[src/rtl/snn_pkg.sv]
// Shared sizing, record type and FSM encoding for the SNN spike-stream receiver.
// Holds constants only; no timing or backpressure behaviour of its own.
package snn_pkg;

  localparam int N     = 4;
  localparam int T     = 1;
  localparam int TS    = 239;
  localparam int NN    = (N*T + 7) / 8;
  localparam int NU    = $clog2(TS + 1);
  localparam int CW    = NU;
  localparam int NA    = (N*T > 1) ? $clog2(N*T) : 1;
  localparam int NEVER = TS;

  typedef struct packed {
    logic [NU-1:0] first;
    logic [CW-1:0] cnt;
  } spike_rec_t;

  typedef enum logic [1:0] {
    S_IDLE,
    S_RUN,
    S_DONE
  } state_t;

endpackage

[src/rtl/snn_neuron_rec.sv]
// Per-neuron first-spike step and saturating spike count. Updates on the edge
// after upd and reads back combinationally; there is no backpressure.
module snn_neuron_rec #(
  parameter int NU    = 8,
  parameter int CW    = 8,
  parameter int NEVER = 239
) (
  input  logic          clk,
  input  logic          rst_n,
  input  logic          clr,
  input  logic          upd,
  input  logic [NU-1:0] step,
  output logic [NU-1:0] first,
  output logic [CW-1:0] cnt
);

  localparam logic [NU-1:0] FIRST_NONE = NU'(NEVER);
  localparam logic [CW-1:0] CNT_MAX    = '1;

  // clr and upd never coincide: clr only happens outside a run
  always_ff @(posedge clk) begin
    if (!rst_n || clr) begin
      first <= FIRST_NONE;
      cnt   <= '0;
    end else if (upd) begin
      if (first == FIRST_NONE) first <= step;
      if (cnt != CNT_MAX)      cnt   <= cnt + 1'b1;
    end
  end

endmodule

[src/rtl/snn_spike_stream_rx.sv]
// AXI4-Stream sink recording first-spike step and spike count per neuron; read port has 1-cycle latency.
// Accepts one frame per clock while a run is active (tready=1); tready is 0 when idle or done.
module snn_spike_stream_rx #(
  parameter  int N  = snn_pkg::N,
  parameter  int T  = snn_pkg::T,
  parameter  int TS = snn_pkg::TS,
  parameter  int CW = $clog2(TS + 1),
  localparam int NT = N * T,
  localparam int NN = (NT + 7) / 8,
  localparam int NU = $clog2(TS + 1),
  localparam int NA = (NT > 1) ? $clog2(NT) : 1
) (
  input  logic          aclk,
  input  logic          aresetn,
  input  logic          s_axis_tvalid,
  output logic          s_axis_tready,
  input  logic [8*NN-1:0] s_axis_tdata,
  input  logic [NU-1:0] s_axis_tuser,
  input  logic          s_axis_tlast,
  input  logic          start,
  output logic          busy,
  output logic          done,
  output logic          err_seq,
  input  logic [NA-1:0] rd_addr,
  output logic [NU-1:0] rd_first,
  output logic [CW-1:0] rd_count
);

  import snn_pkg::*;

  localparam logic [NU-1:0] LAST_TS = NU'(TS - 1);

  state_t        state_q, state_d;
  logic [NU-1:0] exp_ts_q;
  logic          err_q;
  logic          accept, last_step, run_end, clr, err_hit;

  logic [NU-1:0] first_a [NT];
  logic [CW-1:0] cnt_a   [NT];

  assign accept    = (state_q == S_RUN) && s_axis_tvalid;
  assign last_step = (exp_ts_q == LAST_TS);
  assign run_end   = accept && (s_axis_tlast || last_step);
  assign clr       = start && (state_q != S_RUN);
  // tlast must coincide exactly with the final step: early end or missing tlast both flag
  assign err_hit   = accept && ((s_axis_tuser != exp_ts_q) || (s_axis_tlast != last_step));

  always_comb begin
    state_d       = state_q;
    s_axis_tready = 1'b0;
    busy          = 1'b0;
    done          = 1'b0;
    case (state_q)
      S_IDLE: begin
        if (start) state_d = S_RUN;
      end
      S_RUN: begin
        s_axis_tready = 1'b1;
        busy          = 1'b1;
        if (run_end) state_d = S_DONE;
      end
      S_DONE: begin
        done = 1'b1;
        if (start) state_d = S_RUN;
      end
      default: state_d = S_IDLE;
    endcase
  end

  always_ff @(posedge aclk) begin
    if (!aresetn) state_q <= S_IDLE;
    else          state_q <= state_d;
  end

  always_ff @(posedge aclk) begin
    if (!aresetn || clr)         exp_ts_q <= '0;
    else if (accept && !run_end) exp_ts_q <= exp_ts_q + 1'b1;
  end

  always_ff @(posedge aclk) begin
    if (!aresetn || clr) err_q <= 1'b0;
    else if (err_hit)    err_q <= 1'b1;
  end

  assign err_seq = err_q;

  for (genvar g = 0; g < NT; g++) begin : g_rec
    snn_neuron_rec #(
      .NU    (NU),
      .CW    (CW),
      .NEVER (TS)
    ) u_rec (
      .clk   (aclk),
      .rst_n (aresetn),
      .clr   (clr),
      .upd   (accept && s_axis_tdata[g]),
      .step  (exp_ts_q),
      .first (first_a[g]),
      .cnt   (cnt_a[g])
    );
  end

  if (8*NN > NT) begin : g_pad
    logic unused_pad;
    assign unused_pad = ^s_axis_tdata[8*NN-1:NT];
  end

  always_ff @(posedge aclk) begin
    if (!aresetn) begin
      rd_first <= '0;
      rd_count <= '0;
    end else if (int'(rd_addr) < NT) begin
      rd_first <= first_a[rd_addr];
      rd_count <= cnt_a[rd_addr];
    end else begin
      rd_first <= NU'(TS);
      rd_count <= '0;
    end
  end

endmodule
[config.mk]
export PLATFORM = sky130hd
export DESIGN_NAME = snn_spike_stream_rx
export DESIGN_NICKNAME = d
export VERILOG_FILES = /design/src/rtl/snn_pkg.sv /design/src/rtl/snn_neuron_rec.sv /design/src/rtl/snn_spike_stream_rx.sv
export SDC_FILE = /design/constraint.sdc
export NUM_CORES = 1
export LEC_CHECK = 0
export CORE_MARGIN = 1.5
export CORE_UTILIZATION = 51
export CTS_BUF_LIST = sky130_fd_sc_hd__clkbuf_4 sky130_fd_sc_hd__clkbuf_8 sky130_fd_sc_hd__clkbuf_16
export CTS_CLUSTER_DIAMETER = 200
export CTS_CLUSTER_SIZE = 28
export DETAILED_ROUTE_END_ITERATION = 16
export PLACE_DENSITY_LB_ADDON = 0.08
export SLEW_MARGIN = 5
export SYNTH_ARGS = -nofsm -noshare
export SYNTH_HDL_FRONTEND = slang
export SYNTH_SLANG_ARGS = --single-unit
[constraint.sdc]
create_clock -name aclk -period 1.8 [get_ports aclk]
set_input_delay 0.54 -clock aclk [delete_from_list [all_inputs] [get_ports aclk]]
set_output_delay 0.54 -clock aclk [all_outputs]
set_load 0.005 [all_outputs]
==> results.md, run 1 <==
* DR iter-0 viols at 266
* DP Worst Slack at -0.404 ns
* Final clock skew at 0.0159 ns
* Final hold violations at 0
* Die span in x at 91.7 µm
* DIE HEIGHT at 91.7 µm
* Ratio of final minimum period to clock period at 1.03
* P_leak at 0.00184 µW
* Grt ovf at 0
* Register area at 1830 µm²
* Relative slew slack at 0.737
* Crit Path Class: register to register
* IO Count at 43
* Critical path data required time at 2.05 ns
* Sequential share of the synthesized area at 0.454
* Fin nets at 504
* Fin cells at 581
* # fillers at 654
* Initial antenna violation count at 0
* Rows at 32
* Worst setup margin at -0.0460 ns
* Routed vias/inst at 5.62
* Commonest non-fill, non-tap cells in the layout: dfxtp_1, nand2_1, o21ai_0
* Largest net degree at the start of global routing at 35
* Max FO, Critical Path at 7
* Initial core utilization at 0.522
* RSZ-0062 raised after global routing: yes
* Warnings, synthesis at 0
* Failing checks: setup timing
* Number of diodes at 0
* Maxcap violations at 0
* Setup Viol. Count Final at 1
* DRC Markers at 0
* Syn Inst Count at 414
* Core ar. at 7690 µm²
* Flops & latches, synth at 91
* Synth top area share at 0.454
* Die Footprint at 8410 µm²
* Crit path arrival time at 2.10 ns
* First-pass GRT wire length at 14.8 mm
* Final core utilization at 0.648
* Commonest non-fill, non-tap cell in the layout: dfxtp_1
* Min-delay worst type: register to register
* Detailed Route WL at 8.97 mm
* Internal Power at 2870 µW
* Area contributors post-synth: dfxtp_1, mux4_2, xor2_1, o21ai_0, nand2_1
* GRT Overall Usage at 0.223
* Worst Max-Slew Pin Slew at 0.393 ns
* Total power at 3800 µW
* Area Overhead vs Synth at 24.3%
* Setup TNS Final at -0.0460 ns
* Root buf cell: clkbuf_8
* Share of cells above drive strength 1 at 0.186
* DRT Pass-1 Iters at 5
* Clock share of power at 0.369
* Cell Area, Synth at 4010 µm²
* Cts bufs inserted at 9
* WL/cell at 15.4 µm
* P per Cell Area at 763 nW/µm²
* Sequential power share at 0.544
* Synth unique cells at 40
* Clock sinks at 91
* Clock slew at reported path FFs at 0.09 ns
* Syn_area_per_cell at 9.69 µm²
* CTS tree: built
* Vias at 3268
* Port buffer count at 38
* Gate power share at 0.087
* Buffer depth of the longest clock path at 2
* Inst Count DP at 562
* Sw frac at 0.244
* H-tree levels at 3
* Area occupied by multi-input gates at 2130 µm²
* Slew Limit Fails at 0
* Max Freq at 542 MHz
* Detailed placer's ending HPWL at 6.49 mm
* RD Place Congestion at 0.854
* Clock Latency Late Sink at 0.36 ns
* CP startpoint kind: register
* Psw at 928 µW
* Run status: complete, but fails checks
* Biggest area consumer among synthesized cells: dfxtp_1
* VDD IR-drop max at 326 µV
* Vias in the first global route at 3140
* Number of routed nets with antenna violations at 0
* Crit end category: register
* Post-Syn Nets at 444
* Min cycle time layout at 1.85 ns
registers in the layout, summed over array words and instances (netlist names):
signal / count
g_rec.u_rec.cnt: 32
exp_ts_q: 8
rd_first: 8
state_q: 2
rd_count: 8
err_seq: 1
g_rec.u_rec.first: 32
worst paths after layout:
check | startpoint | end | slack, ns | cells past startpoint
max | exp_ts_q[0]$_SDFFE_PP0P_ | exp_ts_q[7]$_SDFFE_PP0P_ | -0.05 | 9
max reg2reg | exp_ts_q[0]$_SDFFE_PP0P_ | exp_ts_q[7]$_SDFFE_PP0P_ | -0.05 | 9
min reg2reg | g_rec[3].u_rec.first[2]$_SDFFE_PP1P_ | g_rec[3].u_rec.first[2]$_SDFFE_PP1P_ | 0.48 | 2
min | g_rec[3].u_rec.first[2]$_SDFFE_PP1P_ | g_rec[3].u_rec.first[2]$_SDFFE_PP1P_ | 0.48 | 2
cell type report:
| cell class | count | area share |
|---|---|---|
| multi-input cells | 292 | 0.427 |
| well taps | 102 | 0.0256 |
| repair buffers | 72 | 0.134 |
| clock buffers | 9 | 0.0248 |
| inverters | 8 | 0.00602 |
| flip-flops and latches | 91 | 0.367 |
| clock inverters | 7 | 0.0148 |
power groups by stage:
stage | clock network [µW] | logic, µW | registers (µW)
after floorplan | 0 | 168 | 2110
after global placement | 0 | 316 | 2110
after detailed placement | 0 | 320 | 2110
after CTS | 1420 | 324 | 2070
after global routing | 1500 | 358 | 2070
final | 1400 | 330 | 2070
cells in the mapped netlist (all sizes together):
cell and number:
a211oi 1, a21oi 14, a311oi 1, a32o 1, and2 22, and2b 1, and3 5, and4 4
and4b 9, buf 9, clkbuf 14, dfxtp 91, ha 7, inv 8, mux2i 4, mux4 16
nand2 41, nand2b 1, nand3 16, nand3b 1, nand4 11, nand4b 1, nand4bb 1, nor2 31
nor2b 1, nor3 2, nor4 1, o2111ai 1, o211ai 6, o21a 7, o21ai 39, o31ai 4
or3 7, or4 6, xnor2 4, xor2 26
cells by family (layout without fill, tap and decap cells):
group	after synthesis	in the layout	share of synthesized area
buf+inv	31	96	0.0324
fa+ha+maj	7	7	0.0218
xor+xnor	30	30	0.0655
mux	20	20	0.0998
compound gates	74	74	0.109
flops	91	91	0.454
simple gates	161	161	0.218
critical path: stages (launching register included):
cell and delay [ns]:
dfxtp_2 0.33, inv_2 0.06, ha_4 0.13, nand2_2 0.05
or3_4 0.37, ha_4 0.17, and4b_2 0.27, nand4bb_1 0.14
xor2_1 0.16, nor2_1 0.06
per-layer routing:
metal / up-vias / wire (µm) / share of wire / track usage
met5: - / 0 / 0 / 0
met4: 0 / 89 / 0.0099 / 0.0625
met3: 8 / 414 / 0.046 / 0.0431
met2: 93 / 3980 / 0.44 / 0.346
met1: 1570 / 4490 / 0.50 / 0.318
li1: 1597 / - / - / -
repair_timing:
| item | CTS | global route |
|---|---|---|
| cloned | 0 | 0 |
| hold buffers | 0 | 0 |
| pin swaps | 3 | 9 |
| buffers inserted | 2 | 1 |
| resized for setup | 12 | 15 |
| endpoints found under the setup margin | 9 | 10 |
per-stage QoR:
stage          hold slack, ns  instance area (µm²)
6_report                0.482                 4980
5_1_grt                 0.510                 4980
4_1_cts                 0.481                 4920
3_5_place_dp            0.466                 4700
3_3_place_gp            0.462                 4700
2_1_floorplan           0.445                 4040
Note: power is estimated with default switching activity, not from simulation.
==> run 2: changes to the inputs <==
--- a/config.mk
+++ b/config.mk
@@ -6,12 +6,12 @@
 export NUM_CORES = 1
 export LEC_CHECK = 0
 export CORE_MARGIN = 1.5
-export CORE_UTILIZATION = 51
+export CORE_UTILIZATION = 56
 export CTS_BUF_LIST = sky130_fd_sc_hd__clkbuf_4 sky130_fd_sc_hd__clkbuf_8 sky130_fd_sc_hd__clkbuf_16
 export CTS_CLUSTER_DIAMETER = 200
 export CTS_CLUSTER_SIZE = 28
 export DETAILED_ROUTE_END_ITERATION = 16
-export PLACE_DENSITY_LB_ADDON = 0.08
+export PLACE_DENSITY_LB_ADDON = 0.2
 export SLEW_MARGIN = 5
 export SYNTH_ARGS = -nofsm -noshare
 export SYNTH_HDL_FRONTEND = slang
==> constraint.sdc (replaced) <==
create_clock -name aclk -period 1.83 [get_ports aclk]
set_input_delay 0.549 -clock aclk [delete_from_list [all_inputs] [get_ports aclk]]
set_output_delay 0.549 -clock aclk [all_outputs]
set_load 0.005 [all_outputs]
==> results.md, run 2 (same netlist as run 1, synthesis figures left out) <==
* Max FO, Critical Path at 6
* Critical path endpoint: s_axis_tready
* Clock slew at reported path FFs at 0.09 ns
* Grt ovf at 0
* Register area at 1830 µm²
* Crit path largest cell delay at 0.37 ns
* Final hold violations at 0
* Final clock skew at 0.0115 ns
* Area Overhead vs Synth at 22.7%
* Regs by FF count: g_rec.u_rec.cnt x32, g_rec.u_rec.first x32
* Top Usage Layer GRT: met2
* Vias in the first global route at 3019
* Cell family with most CP delay: flip-flops
* DRC Markers at 0
* RD Place Congestion at 0.927
* Met3 Usage GRT at 0.0547
* IO Count at 43
* Die Footprint at 7680 µm²
* RSZ-0062 raised after global routing: yes
* Crit Path Class: register to output pin
* Min-delay worst type: register to register
* Setup TNS Final at 0 ns
* Hold buffers post-CTS at 0
* Initial core utilization at 0.584
* Detailed Route WL at 8.66 mm
* GRT Overall Usage at 0.243
* Min cycle time layout at 1.80 ns
* CTS tree: built
* Fin nets at 505
* Total power at 3610 µW
* Port buffer count at 38
* Worst R2R Start: exp_ts_q[0]$_SDFFE_PP0P_
* Met2 usage at 0.365
* Clock Latency Late Sink at 0.36 ns
* Max Freq at 557 MHz
* # fillers at 506
* R2R Path End: exp_ts_q[1]$_SDFFE_PP0P_
* Clock sinks at 91
* Detailed placer's ending HPWL at 6.39 mm
* Setup Viol. Count Final at 0
* Commonest non-fill, non-tap cell in the layout: dfxtp_1
* Area occupied by multi-input gates at 2080 µm²
* Initial antenna violation count at 0
* Maxcap violations at 0
* DIE HEIGHT at 87.6 µm
* Rows at 30
* R2r worst-path depth at 8
* Vias at 3259
* WP buf/inv at 2
* Final core utilization at 0.716
* Worst path depth at 3
* First-pass GRT wire length at 14.3 mm
* Relative slew slack at 0.753
* R2r setup slk at 0.07 ns
* Commonest non-fill, non-tap cells in the layout: dfxtp_1, nand2_1, o21ai_0
* GRT met1 Usage at 0.348
* Run status: finished clean
* Root buf cell: clkbuf_8
* Critical path data required time at 1.28 ns
* DR iter-0 viols at 301
* Buffer depth of the longest clock path at 2
* Share of cells above drive strength 1 at 0.171
* Slew Limit Fails at 0
* P per Cell Area at 734 nW/µm²
* Routed vias/inst at 5.66
* Min Hold Slack at 0.477 ns
* P_leak at 0.00183 µW
* Core ar. at 6870 µm²
* Crit end category: output pin
* H-tree levels at 3
* Crit-path cells: and2b_1 > buf_4 > clkdlybuf4s15_1
* VDD IR-drop max at 537 µV
* Die span in x at 87.6 µm
* Setup crit start: state_q[1]$_SDFFE_PN0P_
* Largest net degree at the start of global routing at 33
* CP startpoint kind: register
* Number of diodes at 0
* Worst Max-Slew Pin Slew at 0.367 ns
* WL/cell at 15.0 µm
* Number of routed nets with antenna violations at 0
* Cts bufs inserted at 9
* Ratio of final minimum period to clock period at 0.981
* Slowest cell on the critical path: dfxtp_4
* DRT Pass-1 Iters at 5
* Crit path arrival time at 1.25 ns
run 2: layer usage:
metal  up-vias  wire length [µm]
li1       1598                 -
met1      1531              4120
met2       118              3880
met3        12               544
met4         0               117
met5         -                 0
run 2: stage by stage:
step                      instances  instance area, µm²  setup slack (ns)
after global placement          558                4700            -0.350
after CTS                       575                4900           0.00927
after global routing            576                4920           -0.0103
after detailed placement        558                4700            -0.414
after floorplan                 414                4040           -0.0366
final                           576                4920            0.0344
run 2: worst min-delay path by stage:
stage	start	end	depth (start not counted)
floorplan	g_rec[1].u_rec.first[6]$_SDFFE_PP1P_	g_rec[1].u_rec.first[6]$_SDFFE_PP1P_	2
global placement	g_rec[2].u_rec.first[5]$_SDFFE_PP1P_	g_rec[2].u_rec.first[5]$_SDFFE_PP1P_	2
detailed placement	g_rec[1].u_rec.first[3]$_SDFFE_PP1P_	g_rec[1].u_rec.first[3]$_SDFFE_PP1P_	2
CTS	g_rec[1].u_rec.first[3]$_SDFFE_PP1P_	g_rec[1].u_rec.first[3]$_SDFFE_PP1P_	2
global route	g_rec[0].u_rec.first[7]$_SDFFE_PP1P_	g_rec[0].u_rec.first[7]$_SDFFE_PP1P_	2
finish	g_rec[2].u_rec.first[3]$_SDFFE_PP1P_	g_rec[2].u_rec.first[3]$_SDFFE_PP1P_	2
run 2: power by group:
part | switching (µW) | total (µW) | internal [µW]
Combinational | 144 | 317 | 173
Sequential | 21.9 | 2030 | 2010
Clock | 710 | 1260 | 551
Total | 876 | 3610 | 2740
run 2: cell type report:
cell class / instances / area share
flip-flops and latches: 91 / 0.372
clock buffers: 11 / 0.0295
multi-input cells: 292 / 0.423
inverters: 8 / 0.00610
well taps: 96 / 0.0244
repair buffers: 73 / 0.138
clock inverters: 5 / 0.00763
run 2: worst min-delay path, cell delays in order (launching register included):
cell and delay (ns):
dfxtp_1 0.32, o21ai_0 0.07, nand2_1 0.05
run 2: what timing repair did:
| action | CTS | global route |
|---|---|---|
| gates resized for setup | 10 | 4 |
| setup endpoints to repair | 10 | 10 |
| setup buffers | 1 | 1 |
| pin swaps | 0 | 1 |
==> run 3: changes to the inputs <==
==> constraint.sdc (replaced) <==
create_clock -name aclk -period 1.83 [get_ports aclk]
set_input_delay 0.549 -clock aclk [delete_from_list [all_inputs] [get_ports aclk]]
set_output_delay 0.549 -clock aclk [all_outputs]
set_load 0.05 [all_outputs]
==> results.md, run 3 (same netlist as run 1, synthesis figures left out) <==
* Final clock skew at 0.00716 ns
* Finished Cell Area at 4930 µm²
* Crit end category: register
* Min cycle time layout at 1.79 ns
* Min-delay worst type: register to register
* Ratio of final minimum period to clock period at 0.977
* WL/cell at 15.4 µm
* Root buf cell: clkbuf_8
* Maxcap violations at 0
* RD Place Congestion at 0.952
* Internal Power at 2950 µW
* Clock slew at reported path FFs at 0.09 ns
* Commonest non-fill, non-tap cells in the layout: dfxtp_1, buf_4, nand2_1
* Vias at 3309
* Setup Viol. Count Final at 0
* P_leak at 0.00186 µW
* DP Area at 4670 µm²
* Clock sinks at 91
* P per Cell Area at 788 nW/µm²
* Initial antenna violation count at 0
* Die Footprint at 7680 µm²
* Core ar. at 6870 µm²
* Sw frac at 0.241
* Number of routed nets with antenna violations at 0
* DRT Pass-1 Iters at 5
* Commonest non-fill, non-tap cell in the layout: dfxtp_1
* RSZ-0062 raised after global routing: yes
* Psw at 939 µW
* Detailed Route WL at 8.79 mm
* Slowest cell on the critical path: or3_1
* Largest net degree at the start of global routing at 33
* Regs by FF count: g_rec.u_rec.cnt x32, g_rec.u_rec.first x32
* Routed vias/inst at 5.80
* Fin nets at 501
* Crit path largest cell delay at 0.35 ns
* Max FO, Critical Path at 7
* DRC Markers at 0
* Rows at 30
* Detailed placer's ending HPWL at 6.35 mm
* Final hold violations at 0
* Initial core utilization at 0.584
* Crit path arrival time at 2.05 ns
* Gate power share at 0.096
* Slew Limit Fails at 0
* GRT Overall Usage at 0.245
* CTS tree: built
* Share of cells above drive strength 1 at 0.211
* Clock share of power at 0.380
* Met3 Usage GRT at 0.0471
* Setup TNS Final at 0 ns
* Worst Max-Slew Pin Slew at 0.345 ns
* Grt ovf at 0
* Sequential power share at 0.524
* First-pass GRT wire length at 14.3 mm
* Clock Latency Late Sink at 0.36 ns
* Vias in the first global route at 2984
* Number of diodes at 0
* Final core utilization at 0.718
* Top Usage Layer GRT: met1
* Relative slew slack at 0.767
* VDD IR-drop max at 358 µV
* Run status: finished clean
* Min Hold Slack at 0.478 ns
* Port buffer count at 38
* Area Overhead vs Synth at 23.0%
* # fillers at 526
* Buffer depth of the longest clock path at 2
* H-tree levels at 3
* Critical path data required time at 2.10 ns
* Hold buffers post-CTS at 0
* Die span in x at 87.6 µm
* DR iter-0 viols at 219
* Max Freq at 559 MHz
* GRT met1 Usage at 0.366
* Cts bufs inserted at 9
* CP startpoint kind: register
* DIE HEIGHT at 87.6 µm
* Met2 usage at 0.361
* IO Count at 43
* Crit Path Class: register to register
* Crit-path cells: inv_2 > ha_4 > nand2_1 > or3_1 > ha_2 > and4b_2 > nand4_1 > xor2_1 > nor2_1
==> run 3: cell type report <==
cell class	instances	area, µm²	share of cell area
timing repair buffer	69	641	0.130
clock buffer	9	124	0.0251
multi-input combinational	292	2100	0.426
clock inverter	6	91.3	0.0185
sequential	91	1830	0.370
tap	96	120	0.0243
inverter	8	30.0	0.00609
==> run 3: path summary, 6_finish.rpt <==
check / from / endpoint / slack [ns] / depth (start not counted)
max: exp_ts_q[0]$_SDFFE_PP0P_ / exp_ts_q[6]$_SDFFE_PP0P_ / 0.04 / 9
min: g_rec[1].u_rec.first[0]$_SDFFE_PP1P_ / g_rec[1].u_rec.first[0]$_SDFFE_PP1P_ / 0.48 / 2
max reg2reg: exp_ts_q[0]$_SDFFE_PP0P_ / exp_ts_q[6]$_SDFFE_PP0P_ / 0.04 / 9
min reg2reg: g_rec[1].u_rec.first[0]$_SDFFE_PP1P_ / g_rec[1].u_rec.first[0]$_SDFFE_PP1P_ / 0.48 / 2
==> run 3: power groups by stage <==
stage	sequential, µW	combinational [µW]	clock (µW)
global route	2040	404	1570
finish	2040	375	1480
floorplan	2120	180	0
global placement	2080	360	0
detailed placement	2080	366	0
CTS	2030	370	1490
==> run 3: timing repair <==
action / 4_1_cts / 5_1_grt
gates cloned: 0 / 0
setup buffers: 0 / 1
gates resized for setup: 4 / 12
endpoints found under the setup margin: 7 / 38
pin swaps: 0 / 7
==> run 3: metal layers <==
layer	vias to the layer above	wire length, µm	share of wire
met5	-	0	0
met4	0	80	0.0091
met3	10	514	0.058
met2	121	3900	0.44
met1	1589	4290	0.49
li1	1589	-	-
==> run 3: critical path: cells and delay by family, from the launching register on <==
kind,cells,cell delay (ns)
simple gates,5,0.83
flops,1,0.33
fa+ha+maj,2,0.30
xor+xnor,1,0.15
buf+inv,1,0.06
==> run 3: through the flow <==
step | instances | worst slack [ns] | total power, µW
6_report | 571 | 0.0417 | 3890
4_1_cts | 570 | 0.00405 | 3890
5_1_grt | 571 | -0.0507 | 4020
3_3_place_gp | 555 | -0.318 | 2440
3_5_place_dp | 555 | -0.382 | 2450
2_1_floorplan | 414 | -0.0366 | 2300
